## src/rtl/alu_vec_pkg.sv

```systemverilog
// Shared definitions for the ALU vector sequencer: sequencer states and the
// bit layout of the packed test vector and of the log record.
package alu_vec_pkg;

  localparam int NZVC_W = 4;
  localparam int N_BIT  = 3;
  localparam int Z_BIT  = 2;
  localparam int V_BIT  = 1;
  localparam int C_BIT  = 0;

  // Test vector, MSB first: {op, a, b, cin, exp_res, exp_nzvc}
  localparam int VEC_NZVC_OFF = 0;
  localparam int VEC_EXP_OFF  = NZVC_W;

  // Log record, MSB first: {index, res, nzvc, pass}
  localparam int LOG_PASS_OFF = 0;
  localparam int LOG_NZVC_OFF = 1;
  localparam int LOG_RES_OFF  = 1 + NZVC_W;

  typedef enum logic [2:0] {
    ST_IDLE,
    ST_FETCH,
    ST_DRIVE,
    ST_WAIT,
    ST_CHECK,
    ST_LOG,
    ST_DONE
  } state_e;

  function automatic int vec_w(input int op_w, input int data_w);
    return op_w + 3 * data_w + 5;
  endfunction

  function automatic int vec_cin_off(input int data_w);
    return NZVC_W + data_w;
  endfunction

  function automatic int vec_b_off(input int data_w);
    return NZVC_W + data_w + 1;
  endfunction

  function automatic int vec_a_off(input int data_w);
    return NZVC_W + 2 * data_w + 1;
  endfunction

  function automatic int vec_op_off(input int data_w);
    return NZVC_W + 3 * data_w + 1;
  endfunction

  function automatic int log_idx_off(input int data_w);
    return LOG_RES_OFF + data_w;
  endfunction

endpackage

```

## src/rtl/alu_vec_ram.sv

```systemverilog
// Vector table: one write port, one registered read port.
module alu_vec_ram
  import alu_vec_pkg::*;
#(
  parameter int DEPTH  = 32,
  parameter int WIDTH  = 107,
  parameter int ADDR_W = $clog2(DEPTH)
) (
  input  logic              clk,
  input  logic              we,
  input  logic [ADDR_W-1:0] waddr,
  input  logic [WIDTH-1:0]  wdata,
  input  logic              re,
  input  logic [ADDR_W-1:0] raddr,
  output logic [WIDTH-1:0]  rdata
);

  logic [WIDTH-1:0] mem_q [DEPTH];

  // NOTE: the storage and read register carry no reset so this maps onto block RAM;
  // the table contents intentionally survive a sequencer reset.
  always_ff @(posedge clk) begin
    if (we) begin
      mem_q[waddr] <= wdata;
    end
    if (re) begin
      rdata <= mem_q[raddr];
    end
  end

endmodule

```

## src/rtl/alu_vector_sequencer.sv

```systemverilog
// Issues stored ALU test vectors one at a time, checks each response and
// streams a per-vector log record over a valid/ready port.
module alu_vector_sequencer
  import alu_vec_pkg::*;
#(
  parameter int DATA_W  = 32,
  parameter int OP_W    = 6,
  parameter int DEPTH   = 32,
  parameter int ALU_LAT = 1,
  parameter int ADDR_W  = $clog2(DEPTH),
  parameter int VEC_W   = vec_w(OP_W, DATA_W)
) (
  input  logic                     clk,
  input  logic                     reset,
  input  logic                     ld_we,
  input  logic [ADDR_W-1:0]        ld_addr,
  input  logic [VEC_W-1:0]         ld_data,
  input  logic                     start,
  input  logic [ADDR_W:0]          num_vec,
  input  logic                     stop_on_fail,
  output logic [OP_W-1:0]          alu_op,
  output logic [DATA_W-1:0]        alu_a,
  output logic [DATA_W-1:0]        alu_b,
  output logic                     alu_cin,
  input  logic [DATA_W-1:0]        alu_res,
  input  logic [NZVC_W-1:0]        alu_nzvc,
  output logic                     log_valid,
  input  logic                     log_ready,
  output logic [ADDR_W+DATA_W+4:0] log_data,
  output logic                     busy,
  output logic                     done,
  output logic [ADDR_W:0]          fail_cnt,
  output logic [ADDR_W-1:0]        first_fail,
  output logic                     first_fail_vld
);

  localparam int LOG_W       = ADDR_W + DATA_W + 5;
  localparam int LAT_W       = (ALU_LAT > 1) ? $clog2(ALU_LAT) : 1;
  localparam int OFF_OP      = vec_op_off(DATA_W);
  localparam int OFF_A       = vec_a_off(DATA_W);
  localparam int OFF_B       = vec_b_off(DATA_W);
  localparam int OFF_CIN     = vec_cin_off(DATA_W);
  localparam int OFF_LOG_IDX = log_idx_off(DATA_W);

  localparam logic [LAT_W-1:0] LAT_LAST = LAT_W'(ALU_LAT - 1);
  localparam logic [ADDR_W:0]  DEPTH_N  = (ADDR_W + 1)'(DEPTH);

  state_e              state_q, state_d;
  logic [ADDR_W-1:0]   idx_q, idx_d;
  logic [ADDR_W:0]     num_q, num_d;
  logic                sof_q, sof_d;
  logic [LAT_W-1:0]    lat_q, lat_d;
  logic [DATA_W-1:0]   res_q, res_d;
  logic [NZVC_W-1:0]   nzvc_q, nzvc_d;
  logic [OP_W-1:0]     op_q, op_d;
  logic [DATA_W-1:0]   a_q, a_d;
  logic [DATA_W-1:0]   b_q, b_d;
  logic                cin_q, cin_d;
  logic [LOG_W-1:0]    log_q, log_d;
  logic [ADDR_W:0]     fail_cnt_q, fail_cnt_d;
  logic [ADDR_W-1:0]   first_fail_q, first_fail_d;
  logic                ffv_q, ffv_d;
  logic                done_q, done_d;

  logic [VEC_W-1:0]    rd_data;
  logic                ram_we;
  logic                chk_pass;
  logic                last_vec;

  assign busy     = (state_q != ST_IDLE) && (state_q != ST_DONE);
  assign ram_we   = ld_we && !busy;
  assign chk_pass = (res_q == rd_data[VEC_EXP_OFF +: DATA_W]) &&
                    (nzvc_q == rd_data[VEC_NZVC_OFF +: NZVC_W]);
  assign last_vec = ({1'b0, idx_q} + (ADDR_W + 1)'(1)) == num_q;

  // The read register holds the fetched vector until the next FETCH, so the
  // expected values are taken straight from it in CHECK.
  alu_vec_ram #(
    .DEPTH  (DEPTH),
    .WIDTH  (VEC_W),
    .ADDR_W (ADDR_W)
  ) u_ram (
    .clk   (clk),
    .we    (ram_we),
    .waddr (ld_addr),
    .wdata (ld_data),
    .re    (state_q == ST_FETCH),
    .raddr (idx_q),
    .rdata (rd_data)
  );

  // NOTE: every next-state variable is defaulted to its register first, so no
  // path through the case statement can infer a latch.
  always_comb begin
    state_d      = state_q;
    idx_d        = idx_q;
    num_d        = num_q;
    sof_d        = sof_q;
    lat_d        = lat_q;
    res_d        = res_q;
    nzvc_d       = nzvc_q;
    op_d         = op_q;
    a_d          = a_q;
    b_d          = b_q;
    cin_d        = cin_q;
    log_d        = log_q;
    fail_cnt_d   = fail_cnt_q;
    first_fail_d = first_fail_q;
    ffv_d        = ffv_q;
    done_d       = done_q;

    case (state_q)
      ST_IDLE, ST_DONE: begin
        if (start) begin
          num_d        = (num_vec > DEPTH_N) ? DEPTH_N : num_vec;
          sof_d        = stop_on_fail;
          idx_d        = '0;
          fail_cnt_d   = '0;
          first_fail_d = '0;
          ffv_d        = 1'b0;
          if (num_vec == '0) begin
            state_d = ST_DONE;
            done_d  = 1'b1;
          end else begin
            state_d = ST_FETCH;
            done_d  = 1'b0;
          end
        end
      end
      ST_FETCH: state_d = ST_DRIVE;
      ST_DRIVE: begin
        op_d    = rd_data[OFF_OP +: OP_W];
        a_d     = rd_data[OFF_A +: DATA_W];
        b_d     = rd_data[OFF_B +: DATA_W];
        cin_d   = rd_data[OFF_CIN];
        lat_d   = LAT_LAST;
        state_d = ST_WAIT;
      end
      ST_WAIT: begin
        if (lat_q == '0) begin
          res_d   = alu_res;
          nzvc_d  = alu_nzvc;
          state_d = ST_CHECK;
        end else begin
          lat_d = lat_q - LAT_W'(1);
        end
      end
      ST_CHECK: begin
        if (!chk_pass) begin
          if (fail_cnt_q != '1) begin
            fail_cnt_d = fail_cnt_q + (ADDR_W + 1)'(1);
          end
          if (!ffv_q) begin
            first_fail_d = idx_q;
            ffv_d        = 1'b1;
          end
        end
        log_d                              = '0;
        log_d[OFF_LOG_IDX +: ADDR_W]       = idx_q;
        log_d[LOG_RES_OFF +: DATA_W]       = res_q;
        log_d[LOG_NZVC_OFF +: NZVC_W]      = nzvc_q;
        log_d[LOG_PASS_OFF]                = chk_pass;
        state_d                            = ST_LOG;
      end
      ST_LOG: begin
        if (log_ready) begin
          if ((sof_q && !log_q[LOG_PASS_OFF]) || last_vec) begin
            state_d = ST_DONE;
            done_d  = 1'b1;
          end else begin
            idx_d   = idx_q + ADDR_W'(1);
            state_d = ST_FETCH;
          end
        end
      end
      default: state_d = ST_IDLE;
    endcase
  end

  // NOTE: state registers use non-blocking assignments so all flops sample
  // pre-edge values regardless of statement order.
  always_ff @(posedge clk) begin
    if (reset) begin
      state_q      <= ST_IDLE;
      idx_q        <= '0;
      num_q        <= '0;
      sof_q        <= 1'b0;
      lat_q        <= '0;
      res_q        <= '0;
      nzvc_q       <= '0;
      op_q         <= '0;
      a_q          <= '0;
      b_q          <= '0;
      cin_q        <= 1'b0;
      log_q        <= '0;
      fail_cnt_q   <= '0;
      first_fail_q <= '0;
      ffv_q        <= 1'b0;
      done_q       <= 1'b0;
    end else begin
      state_q      <= state_d;
      idx_q        <= idx_d;
      num_q        <= num_d;
      sof_q        <= sof_d;
      lat_q        <= lat_d;
      res_q        <= res_d;
      nzvc_q       <= nzvc_d;
      op_q         <= op_d;
      a_q          <= a_d;
      b_q          <= b_d;
      cin_q        <= cin_d;
      log_q        <= log_d;
      fail_cnt_q   <= fail_cnt_d;
      first_fail_q <= first_fail_d;
      ffv_q        <= ffv_d;
      done_q       <= done_d;
    end
  end

  assign alu_op         = op_q;
  assign alu_a          = a_q;
  assign alu_b          = b_q;
  assign alu_cin        = cin_q;
  assign log_valid      = (state_q == ST_LOG);
  assign log_data       = log_q;
  assign done           = done_q;
  assign fail_cnt       = fail_cnt_q;
  assign first_fail     = first_fail_q;
  assign first_fail_vld = ffv_q;

endmodule

```

## config.mk

```make
export PLATFORM = sky130hd
export DESIGN_NAME = alu_vector_sequencer
export DESIGN_NICKNAME = d
export VERILOG_FILES = /design/src/rtl/alu_vec_pkg.sv /design/src/rtl/alu_vec_ram.sv /design/src/rtl/alu_vector_sequencer.sv
export SDC_FILE = /design/constraint.sdc
export NUM_CORES = 2
export LEC_CHECK = 0
export CAP_MARGIN = 20
export CORE_AREA = 2 2 751 379
export CTS_CLUSTER_DIAMETER = 60
export DETAILED_ROUTE_END_ITERATION = 10
export DIE_AREA = 0 0 753 381
export MAX_ROUTING_LAYER = met4
export PLACE_DENSITY_LB_ADDON = 0.08
export SYNTH_ARGS = -nofsm -noshare
export SYNTH_HDL_FRONTEND = slang
export SYNTH_SLANG_ARGS = --single-unit
```

## constraint.sdc

```tcl
create_clock -name clk -period 12.81 [get_ports clk]
set_clock_uncertainty 0.1 [all_clocks]
set_input_delay 2.562 -clock clk [delete_from_list [all_inputs] [get_ports clk]]
set_output_delay 2.562 -clock clk [all_outputs]
set_load 0.02 [all_outputs]
```

==> impl_metrics.tcl <==
set metrics [dict create \
    status "completed" \
    synth-edff-count 3531 \
    ys_seq_area_frac 0.784 \
    power_frac_clock 0.407 \
    dp_hpwl_um 208000 \
    fill_cells 20500 \
    max_stage_delay_ps 740 \
    numCtsBuffers 326 \
    die_width_um 753 \
    start_util 0.497 \
    ant_nets 0 \
    dieArea_mm2 0.287 \
    rows 138 \
    die_h_um 381 \
    hold_path.class "register to register" \
    synth.avg_cell_area_um2 23.1 \
    grt_max_degree 137 \
    cts.sinks 3708 \
    place.gp.congestion 0.786 \
    combPwrFrac 0.034 \
    register_area_mm2 0.110 \
    syn_nets 6199 \
    period_share 0.486 \
    fin_tns_setup_ps 0 \
    max_slew_margin 0.176 \
    dr.pass1.iters 5 \
    setup_violations 0 \
    wire_per_inst_um 34.6 \
    post_cts_buffers 0 \
    cp_slowest_cell "clkdlybuf4s50_1" \
    cts-root-buf "clkbuf_16" \
    hold_viol_final 0 \
    io_pins 288 \
    worst-path-max-fanout 17 \
    synthArstFlopShare 0 \
    multiInputGateArea_mm2 0.0290 \
    nNetsFinal 6707 \
    cts_buffer_depth 4 \
    yosysUniqueCellTypes 56 \
    ff2ff_path_depth 8 \
    overflow 0 \
    switching_share 0.208 \
    via_per_inst 6.22 \
    p_seq_frac 0.559 \
    timing.fmax_mhz 161 \
    antenna_found_initial 17 \
    total_power_mw 24.2 \
    crit_chain "xor2_1, nor2_1, inv_1, clkdlybuf4s50_1" \
    yosys_warnings 0 \
    layout-drive-gt1-share 0.270 \
    first_global_vias 64300 \
    maxCapViolCount 0 \
    p_int_mw 19.1 \
    worstMarginPinSlew_ps 1240 \
    p_switching_mw 5.03 \
    htreeDepth 5 \
    areaGrowthSynthToFinish_pct 13.9 \
    cts.clk_slew.worst_paths_ps 70 \
    drt-total-wl_um 367000 \
    critPathRequiredTime_ps 10150 \
    hold_depth 2 \
    startpoint_type "register" \
    postCtsHoldBufs 0 \
    crit_arrival_ps 3570 \
    synth_flop_cell "edfxtp_1" \
    cts_tree "built" \
    fin_worst_hold_slack_ps 353 \
    syn_area_mm2 0.140 \
    ir_drop_uv 113 \
    drcViolationCount 0 \
    slew_violations 0 \
    crit_type "register to output pin" \
    power_leakage_nw 47.8 \
    synthCells 6037 \
    min_period_ps 6230 \
    vias 65800 \
    grt_pass1_wl_um 513000 \
    ys_seq_elements 3708 \
    portBuffers 287 \
    cts_resized 0 \
    rsz0062_at_grt "false" \
    drt-initial-drc-count 8857 \
    power_density_mw_per_mm2 152 \
    grt_usage 0.262 \
    end_kind "output pin" \
    clk_latency_ps 890 \
    core-area_mm2 0.281 \
]
-- routing by layer --
metal | vias up | track usage | share of wire
met5 | - | - | 0
met4 | 0 | 0.0552 | 0.023
met3 | 457 | 0.0588 | 0.089
met2 | 2898 | 0.361 | 0.44
met1 | 36100 | 0.405 | 0.45
li1 | 26400 | - | -
-- path summary, 6_finish.rpt --
path                            startpoint             endpoint  slack (ps)
worst min register to register   alu_op[5]            alu_op[5]         350
worst max register to register  state_q[1]  u_ram.mem_q[20][30]        7760
worst max-delay path            state_q[1]                 busy        6580
worst min-delay path             alu_op[5]            alu_op[5]         350
-- cell usage after synthesis, types with 5 or more instances --
master    number  area, µm²
edfxtp_1    3531     106000
o32ai_1        7       61.3
or3_1          7       43.8
nor2_1        53        199
clkbuf_1     215        807
mux4_2      1070      24100
xor2_1        37        324
nand3b_1      11       82.6
nor4_1         9       56.3
nand2_1      505       1900
a21oi_1      164        821
inv_1         14       52.6
o21ai_0       11       55.1
mux2_2        46        518
xnor2_1        6       52.6
nand2b_1       9       56.3
nand4_1        6       37.5
nand3_1        5       25.0
buf_2         69        345
dfxtp_1      177       3540
buf_1         32        120
nor3_1         5       25.0
-- worst max-delay path, delay by kind of cell, from the launching register on --
kind | cells | cell delay (ps)
flip-flops | 1 | 730
buffers and inverters | 2 | 1110
XOR/XNOR | 1 | 220
AND/OR/NAND/NOR | 1 | 610
-- logic make-up after synthesis --
family	Yosys count	synth area share
AND/OR/NAND/NOR	626	0.0184
adder cells (fa/ha/maj)	2	0.000179
flip-flops	3708	0.784
multiplexers	1117	0.176
buffers and inverters	334	0.00978
XOR/XNOR	43	0.00270
AO/OA/AOI/OAI	207	0.00815
-- cell type report --
| class | instances | share of cell area |
|---|---|---|
| Clock buffer | 403 | 0.0549 |
| Clock inverter | 177 | 0.0102 |
| Antenna cell | 8 | 0.000126 |
| Sequential cell | 3708 | 0.689 |
| Timing Repair Buffer | 500 | 0.0333 |
| Inverter | 14 | 0.000378 |
| Multi-Input combinational cell | 1995 | 0.182 |
| Tap cell | 3780 | 0.0297 |
-- placed cells by master, fill, tap and decap left out, drive strengths merged, types with 7 or more instances in the layout --
master,n
inv,22
mux4,1070
dfxtp,177
mux2,46
nand2b,9
nor4,10
clkinvlp,11
xor2,37
nor2,54
o32ai,7
buf,217
or3,7
o21ai,11
clkbuf,407
nand3b,11
clkinv,128
nand2,505
edfxtp,3531
a21oi,164
nand4,7
diode,8
clkdlybuf4s50,279
bufinv,30
-- power by group through the flow --
stage / combinational (mW) / sequential, mW / clock, mW
after detailed placement: 0.819 / 13.8 / 0
after CTS: 0.820 / 13.5 / 9.99
final: 0.825 / 13.5 / 9.82
after global placement: 0.790 / 13.8 / 0
after global routing: 0.877 / 13.5 / 10.5
after floorplan: 0.274 / 13.8 / 0
-- metrics by stage --
stage / utilization / worst slack, ps / cell area [µm²] / cells
floorplan: - / 3890 / 140000 / 6037
global placement: 0.527 / 6240 / 148000 / 9963
detailed placement: 0.528 / 6200 / 148000 / 9979
CTS: 0.565 / 6550 / 159000 / 10600
global route: 0.566 / 6410 / 159000 / 10600
finish: 0.566 / 6580 / 159000 / 10600
-- registers in the layout, indices dropped and copies added (netlist names), 4 cells and up --
signal       cells
alu_a           32
alu_b           32
alu_op           6
first_fail       5
log_data        42
u_ram.rdata    107
u_ram.mem_q   3424
fail_cnt         6
idx_q            5
res_q           32
nzvc_q           4
num_q            6
(Power assumes the default switching activity.)
